**src/rtl/ctrl_pkg.sv**
```systemverilog
// Shared opcode, ALU-op and memory-size encodings plus the
// per-stage control bundles of the pipelined control unit.
package ctrl_pkg;

  localparam logic [5:0] OP_RTYPE = 6'b000000;
  localparam logic [5:0] OP_J     = 6'b000010;
  localparam logic [5:0] OP_JAL   = 6'b000011;
  localparam logic [5:0] OP_BEQ   = 6'b000100;
  localparam logic [5:0] OP_BNE   = 6'b000101;
  localparam logic [5:0] OP_ADDI  = 6'b001000;
  localparam logic [5:0] OP_ADDIU = 6'b001001;
  localparam logic [5:0] OP_SLTI  = 6'b001010;
  localparam logic [5:0] OP_SLTIU = 6'b001011;
  localparam logic [5:0] OP_ANDI  = 6'b001100;
  localparam logic [5:0] OP_ORI   = 6'b001101;
  localparam logic [5:0] OP_XORI  = 6'b001110;
  localparam logic [5:0] OP_LUI   = 6'b001111;
  localparam logic [5:0] OP_LB    = 6'b100000;
  localparam logic [5:0] OP_LH    = 6'b100001;
  localparam logic [5:0] OP_LW    = 6'b100011;
  localparam logic [5:0] OP_LBU   = 6'b100100;
  localparam logic [5:0] OP_LHU   = 6'b100101;
  localparam logic [5:0] OP_LWU   = 6'b100111;
  localparam logic [5:0] OP_SB    = 6'b101000;
  localparam logic [5:0] OP_SH    = 6'b101001;
  localparam logic [5:0] OP_SW    = 6'b101011;

  typedef enum logic [3:0] {
    ALU_FUNCT = 4'd0,
    ALU_ADD   = 4'd1,
    ALU_ADDU  = 4'd2,
    ALU_SUB   = 4'd3,
    ALU_SLT   = 4'd4,
    ALU_SLTU  = 4'd5,
    ALU_AND   = 4'd6,
    ALU_OR    = 4'd7,
    ALU_XOR   = 4'd8,
    ALU_LUI   = 4'd9
  } aluop_e;

  localparam logic [1:0] SZ_BYTE = 2'b00;
  localparam logic [1:0] SZ_HALF = 2'b01;
  localparam logic [1:0] SZ_WORD = 2'b10;

  typedef struct packed {
    logic aluSrc;
    logic regDst;
    logic branch;
    logic bne;
    logic jump;
  } ex_t;

  typedef struct packed {
    logic       memRead;
    logic       memWrite;
    logic       memUnsigned;
    logic [1:0] memSize;
  } mem_t;

  typedef struct packed {
    logic regWrite;
    logic memtoReg;
    logic link;
  } wb_t;

  typedef struct packed {
    ex_t  ex;
    mem_t mem;
    wb_t  wb;
  } ctrl_t;

  // Low opcode bits 00/01/11 select byte/half/word.
  function automatic logic [1:0] memSizeOf(
    input logic [1:0] lo
  );
    return (lo == 2'b11) ? SZ_WORD : lo;
  endfunction

  function automatic aluop_e immAluOp(
    input logic [2:0] f
  );
    unique case (f)
      3'd0:    return ALU_ADD;
      3'd1:    return ALU_ADDU;
      3'd2:    return ALU_SLT;
      3'd3:    return ALU_SLTU;
      3'd4:    return ALU_AND;
      3'd5:    return ALU_OR;
      3'd6:    return ALU_XOR;
      default: return ALU_LUI;
    endcase
  endfunction

endpackage

```
**src/rtl/ctrl_decode.sv**
```systemverilog
// Combinational opcode decoder producing the control bundle,
// the ALU operation and an undefined-opcode flag.
module ctrl_decode
  import ctrl_pkg::*;
#(
  parameter int ALUOP_W    = 5,
  parameter bit EN_JUMP    = 1'b1,
  parameter bit EN_SUBWORD = 1'b1
) (
  input  logic [5:0]         opcode,
  output ctrl_t              ctrl,
  output logic [ALUOP_W-1:0] aluOp,
  output logic               illegal
);

  aluop_e op;

  always_comb begin
    ctrl    = '0;
    op      = ALU_FUNCT;
    illegal = 1'b0;
    unique case (opcode)
      OP_RTYPE: begin
        ctrl.ex.regDst   = 1'b1;
        ctrl.wb.regWrite = 1'b1;
      end
      OP_LB, OP_LH, OP_LW,
      OP_LBU, OP_LHU, OP_LWU: begin
        ctrl.ex.aluSrc      = 1'b1;
        ctrl.mem.memRead    = 1'b1;
        ctrl.mem.memSize    = memSizeOf(opcode[1:0]);
        ctrl.mem.memUnsigned = opcode[2];
        ctrl.wb.regWrite    = 1'b1;
        ctrl.wb.memtoReg    = 1'b1;
        op = ALU_ADD;
      end
      OP_SB, OP_SH, OP_SW: begin
        ctrl.ex.aluSrc    = 1'b1;
        ctrl.mem.memWrite = 1'b1;
        ctrl.mem.memSize  = memSizeOf(opcode[1:0]);
        op = ALU_ADD;
      end
      OP_ADDI, OP_ADDIU, OP_SLTI, OP_SLTIU,
      OP_ANDI, OP_ORI, OP_XORI, OP_LUI: begin
        ctrl.ex.aluSrc   = 1'b1;
        ctrl.wb.regWrite = 1'b1;
        op = immAluOp(opcode[2:0]);
      end
      OP_BEQ, OP_BNE: begin
        ctrl.ex.branch = 1'b1;
        ctrl.ex.bne    = opcode[0];
        op = ALU_SUB;
      end
      OP_J, OP_JAL: begin
        if (EN_JUMP) begin
          ctrl.ex.jump     = 1'b1;
          ctrl.wb.regWrite = opcode[0];
          ctrl.wb.link     = opcode[0];
        end else begin
          illegal = 1'b1;
        end
      end
      default: illegal = 1'b1;
    endcase
    // Without sub-word support every access is a signed word.
    if (!EN_SUBWORD &&
        (ctrl.mem.memRead || ctrl.mem.memWrite)) begin
      ctrl.mem.memSize     = SZ_WORD;
      ctrl.mem.memUnsigned = 1'b0;
    end
  end

  assign aluOp = ALUOP_W'(op);

endmodule

```
**src/rtl/ctrl_pipe_unit.sv**
```systemverilog
// Pipelined control unit: decode in ID, ID/EX, EX/MEM and
// MEM/WB control registers, load-use stall and bubble insertion.
module ctrl_pipe_unit
  import ctrl_pkg::*;
#(
  parameter int ALUOP_W    = 5,
  parameter int RADDR_W    = 5,
  parameter bit EN_JUMP    = 1'b1,
  parameter bit EN_SUBWORD = 1'b1
) (
  input  logic               clk,
  input  logic               rst_n,
  input  logic               id_valid,
  input  logic [5:0]         id_opcode,
  input  logic [RADDR_W-1:0] id_rs,
  input  logic [RADDR_W-1:0] id_rt,
  input  logic               flush,
  output logic               stall,
  output logic               ex_ALUSrc,
  output logic               ex_RegDst,
  output logic               ex_branch,
  output logic               ex_bne,
  output logic               ex_jump,
  output logic [ALUOP_W-1:0] ex_AluOp,
  output logic               mem_MemRead,
  output logic               mem_MemWrite,
  output logic               mem_unsigned,
  output logic [1:0]         mem_size,
  output logic               wb_RegWrite,
  output logic               wb_MemtoReg,
  output logic               wb_link,
  output logic               illegal
);

  ctrl_t              dec;
  logic [ALUOP_W-1:0] decAluOp;
  logic               decIllegal;

  ctrl_decode #(
    .ALUOP_W   (ALUOP_W),
    .EN_JUMP   (EN_JUMP),
    .EN_SUBWORD(EN_SUBWORD)
  ) uDecode (
    .opcode (id_opcode),
    .ctrl   (dec),
    .aluOp  (decAluOp),
    .illegal(decIllegal)
  );

  ctrl_t              idEx;
  logic [ALUOP_W-1:0] idExAluOp;
  logic [RADDR_W-1:0] idExRt;
  mem_t               exMemMem;
  wb_t                exMemWb;
  wb_t                memWbWb;
  logic               illegalQ;
  logic               useHit;
  logic               issue;

  assign useHit = idEx.mem.memRead && id_valid &&
                  (idExRt == id_rs || idExRt == id_rt);
  // A flushed ID slot is dropped anyway, so it never stalls.
  assign stall  = useHit && !flush;
  assign issue  = id_valid && !flush && !stall;

  always_ff @(posedge clk or negedge rst_n) begin
    if (!rst_n) begin
      idEx      <= '0;
      idExAluOp <= '0;
      idExRt    <= '0;
      exMemMem  <= '0;
      exMemWb   <= '0;
      memWbWb   <= '0;
      illegalQ  <= 1'b0;
    end else begin
      if (issue) begin
        idEx      <= dec;
        idExAluOp <= decAluOp;
        idExRt    <= id_rt;
      end else begin
        idEx      <= '0;
        idExAluOp <= '0;
        idExRt    <= '0;
      end
      exMemMem <= idEx.mem;
      exMemWb  <= idEx.wb;
      memWbWb  <= exMemWb;
      if (id_valid && decIllegal) illegalQ <= 1'b1;
    end
  end

  assign ex_ALUSrc    = idEx.ex.aluSrc;
  assign ex_RegDst    = idEx.ex.regDst;
  assign ex_branch    = idEx.ex.branch;
  assign ex_bne       = idEx.ex.bne;
  assign ex_jump      = idEx.ex.jump;
  assign ex_AluOp     = idExAluOp;
  assign mem_MemRead  = exMemMem.memRead;
  assign mem_MemWrite = exMemMem.memWrite;
  assign mem_unsigned = exMemMem.memUnsigned;
  assign mem_size     = exMemMem.memSize;
  assign wb_RegWrite  = memWbWb.regWrite;
  assign wb_MemtoReg  = memWbWb.memtoReg;
  assign wb_link      = memWbWb.link;
  assign illegal      = illegalQ;

endmodule

```
**config.mk**
```make
export PLATFORM = sky130hd
export DESIGN_NAME = ctrl_pipe_unit
export DESIGN_NICKNAME = d
export VERILOG_FILES = /design/src/rtl/ctrl_pkg.sv /design/src/rtl/ctrl_decode.sv /design/src/rtl/ctrl_pipe_unit.sv
export SDC_FILE = /design/constraint.sdc
export NUM_CORES = 1
export LEC_CHECK = 0
export BUFFER_PORTS_ARGS = -buffer_cell sky130_fd_sc_hd__buf_2
export CAP_MARGIN = 20
export CORE_MARGIN = 2
export CORE_UTILIZATION = 49
export DETAILED_ROUTE_END_ITERATION = 10
export GPL_TIMING_DRIVEN = 0
export PLACE_DENSITY = 0.84
export SYNTH_ARGS = -nofsm -noshare
export SYNTH_HDL_FRONTEND = slang
export SYNTH_SLANG_ARGS = --single-unit
```
**constraint.sdc**
```tcl
create_clock -name clk -period 1.98 [get_ports clk]
set_clock_uncertainty 0.05 [all_clocks]
set_input_delay 0.198 -clock clk [delete_from_list [all_inputs] [get_ports clk]]
set_output_delay 0.198 -clock clk [all_outputs]
set_load 0.01 [all_outputs]
```
==> summary.txt <==
status -> finished, final reports clean
dpl ws -> 0.0234 ns
GRT overflow -> 0
clock input transition at the sequential cells of the worst setup and hold paths -> 0.09 ns
Inserted Clock Buffers -> 5
pin count of the biggest net entering global routing -> 33
Top delay family on crit path -> flip-flops
Die Ht -> 55.6 um
CP endpoint kind -> output pin
crit path max-delay cell type -> dfrtp_1
Initial Util -> 0.523
Worst Path Buf+Inv -> 3
final WL -> 2570 um
Port Buffers -> 35
Startpoint Class -> flip-flop
clk_lat worst skew -> 0.32 ns
final-report hold violation count -> 0
Final min period -> 1.88 ns
Post-Syn Area per Cell -> 10.9 um2
Tot GR Track Use -> 0.188
Yosys reg bits -> 32
Core Rows -> 18
via count -> 1035
leakage power -> 0.823 nW
yosys warns -> 0
sw frac -> 0.243
crit-path max FO -> 2
Tcrit/Tclk final -> 0.952
register share of total power -> 0.599
post-synthesis compound-gate area fraction -> 0.0450
main combinational cell family by area after synthesis -> simple AND/OR/NAND/NOR gates
clock share of power -> 0.292
logic gate share of total power -> 0.109
final worst slack -> 0.0955 ns
syn_nets -> 140
Worst Path Required -> 1.73 ns
Net Sw Power -> 272 uW
first-pass GRT wire length -> 4370 um
fmax -> 0.531 GHz
CTS tree -> done
vias per cell -> 5.25
DR pass1 iterations -> 4
Yosys top cell area share -> 0.613
slew of the pin with the lowest slew margin -> 0.655 ns
post-synthesis simple-gate area fraction -> 0.222
clk sinks -> 32
I/O pins -> 40
DRC violations left -> 0
CTS Buffer Depth -> 2
Post-Syn Instances -> 120
share of cells above drive strength 1 -> 0.317
DIE AREA -> 3090 um2
commonest non-fill, non-tap cell in the layout -> buf_2
area share of xor/xnor cells in the synthesized design -> 0.0738
Crit Path Class -> reg -> out
diodes inserted -> 0
CTS H-tree depth -> 2
# setup viols final -> 0
Int Pwr -> 846 uW
Horiz. Die Dim -> 55.6 um
fin. max-slew vios -> 0
Synth area leader -> dfrtp_1
worst-case vdd ir drop -> 0.000507 V
Seq/Total Area, Yosys -> 0.613
Pwr Density -> 682 nW/um2
Max-slew headroom -> 0.564
final layout net count -> 187
RSZ-0062 raised after global routing -> yes
Root Buffer -> clkbuf_4
top post-synthesis cells by area -> dfrtp_1, xnor2_1, nand2_1
core area -> 2500 um2
cell area after synthesis -> 1310 um2
initial antenna violation count -> 0
adder-cell share of the synthesized area -> 0
vias in the first global route -> 983
worst hold path type -> in -> reg
final core occ -> 0.655
Starting DRT DRC Count -> 27
Detailed Place HPWL -> 1820 um
Max-cap violations -> 0
most frequent cells in the layout -> buf_2, dfrtp_1, nand2_1, nor2_1, xnor2_1
Synth cell types -> 29
WL per Instance -> 13.0 um
Area growth, synth to finish -> 25.4%
mux contribution to synthesized area -> 0
post-route ant nets -> 0
GPL Wtd Cong -> 0.801
Critical Path, Cell by Cell -> buf_4 -> xnor2_1 -> nand2_1 -> o22ai_2 -> clkbuf_8 -> and2_4 -> buf_6
Worst path max stage delay -> 0.42 ns
crit path DAT -> 1.64 ns
Yosys cell counts (all sizes together):
cell,n
dfrtp,32
nand2,13
nor2,10
xnor2,10
nor3,7
clkbuf,5
nand3,5
nor4,5
buf,4
nand2b,3
nand4,3
nor2b,3
o21ai,3
inv,2
nor4b,2
o211ai,2
or4,2
a21oi,1
a41oi,1
and2,1
conb,1
nor3b,1
o2111ai,1
o22ai,1
or3,1
xor2,1
flip-flops by register name (all words and copies together) (netlist names):
register      count
exMemWb           2
ex_ALUSrc         1
ex_AluOp          4
ex_RegDst         1
ex_bne            1
ex_branch         1
ex_jump           1
idEx              7
idExRt            5
illegal           1
mem_MemRead       1
mem_MemWrite      1
mem_size          2
mem_unsigned      1
wb_MemtoReg       1
wb_RegWrite       1
wb_link           1
cell type report:
| cell class | count | area (um2) |
|---|---|---|
| plain buffers | 9 | 58.8 |
| clock buffers | 6 | 41.3 |
| clock inverters | 1 | 5.00 |
| fillers | 196 | 862 |
| inverters | 2 | 7.51 |
| multi-input cells | 77 | 465 |
| flip-flops and latches | 32 | 801 |
| well taps | 30 | 37.5 |
| repair buffers | 40 | 221 |
cell families (layout without fill, tap and decap cells):
family,Yosys count,in the layout
AND/OR/NAND/NOR,56,56
flip-flops,32,32
XOR/XNOR,11,11
buffers and inverters,11,58
AO/OA/AOI/OAI,9,9
other,1,1
per-stage QoR:
| stage | cells | cell area (um2) | hold WS (ns) | total power [mW] | TNS [ns] |
|---|---|---|---|---|---|
| finish | 197 | 1640 | 0.0294 | 1.12 | 0 |
| global route | 197 | 1640 | 0.00839 | 1.18 | -0.0455 |
| CTS | 194 | 1600 | 0.0128 | 1.13 | 0 |
| detailed placement | 185 | 1520 | 0.220 | 0.799 | 0 |
| global placement | 185 | 1520 | 0.203 | 0.794 | 0 |
| floorplan | 120 | 1310 | -0.148 | 0.748 | 0 |
power by group through the flow:
stage / Clock, mW / Sequential, mW / Combinational [mW]
after floorplan: 0 / 0.683 / 0.0645
after global placement: 0 / 0.681 / 0.112
after detailed placement: 0 / 0.682 / 0.117
after CTS: 0.340 / 0.669 / 0.119
after global routing: 0.371 / 0.671 / 0.137
final: 0.327 / 0.669 / 0.122
worst reg2reg max path: cells and delay by family (launching register included):
family / cells / cell delay (ns)
buffers and inverters: 3 / 0.67
DFF: 1 / 0.42
and+or+nand+nor: 2 / 0.19
xor gates and xnor gates: 1 / 0.14
AOI/OAI and AO/OA: 1 / 0.14
layer usage:
| metal | GRT usage | vias to the layer above | part of all wire |
|---|---|---|---|
| met1 | 0.225 | 476 | 0.41 |
| li1 | - | 498 | - |
| met5 | 0 | - | 0 |
| met3 | 0.0628 | 8 | 0.082 |
| met2 | 0.286 | 53 | 0.47 |
| met4 | 0.129 | 0 | 0.028 |
timing repair:
item | in CTS | in global routing
pin swaps | 1 | 3
resized for setup | 4 | 3
setup buffers | 1 | 3
hold buffers | 1 | 0
hold endpoints to repair | 32 | 0
setup endpoints to repair | 1 | 1
final timing paths:
kind                         startpoint           to  slack (ns)  cells after the start
max                           idExRt[0]        stall         0.1                      7
min                        id_opcode[3]      idEx[7]        0.03                      2
max reg2reg                   idExRt[0]    ex_RegDst        0.24                      7
min reg2reg                  exMemWb[2]  wb_RegWrite        0.30                      0
max in group asynchronous         rst_n    idExRt[4]        1.08                      2
min in group asynchronous         rst_n  mem_size[0]        0.38                      2
No activity file was read; power rests on OpenSTA's default activity.
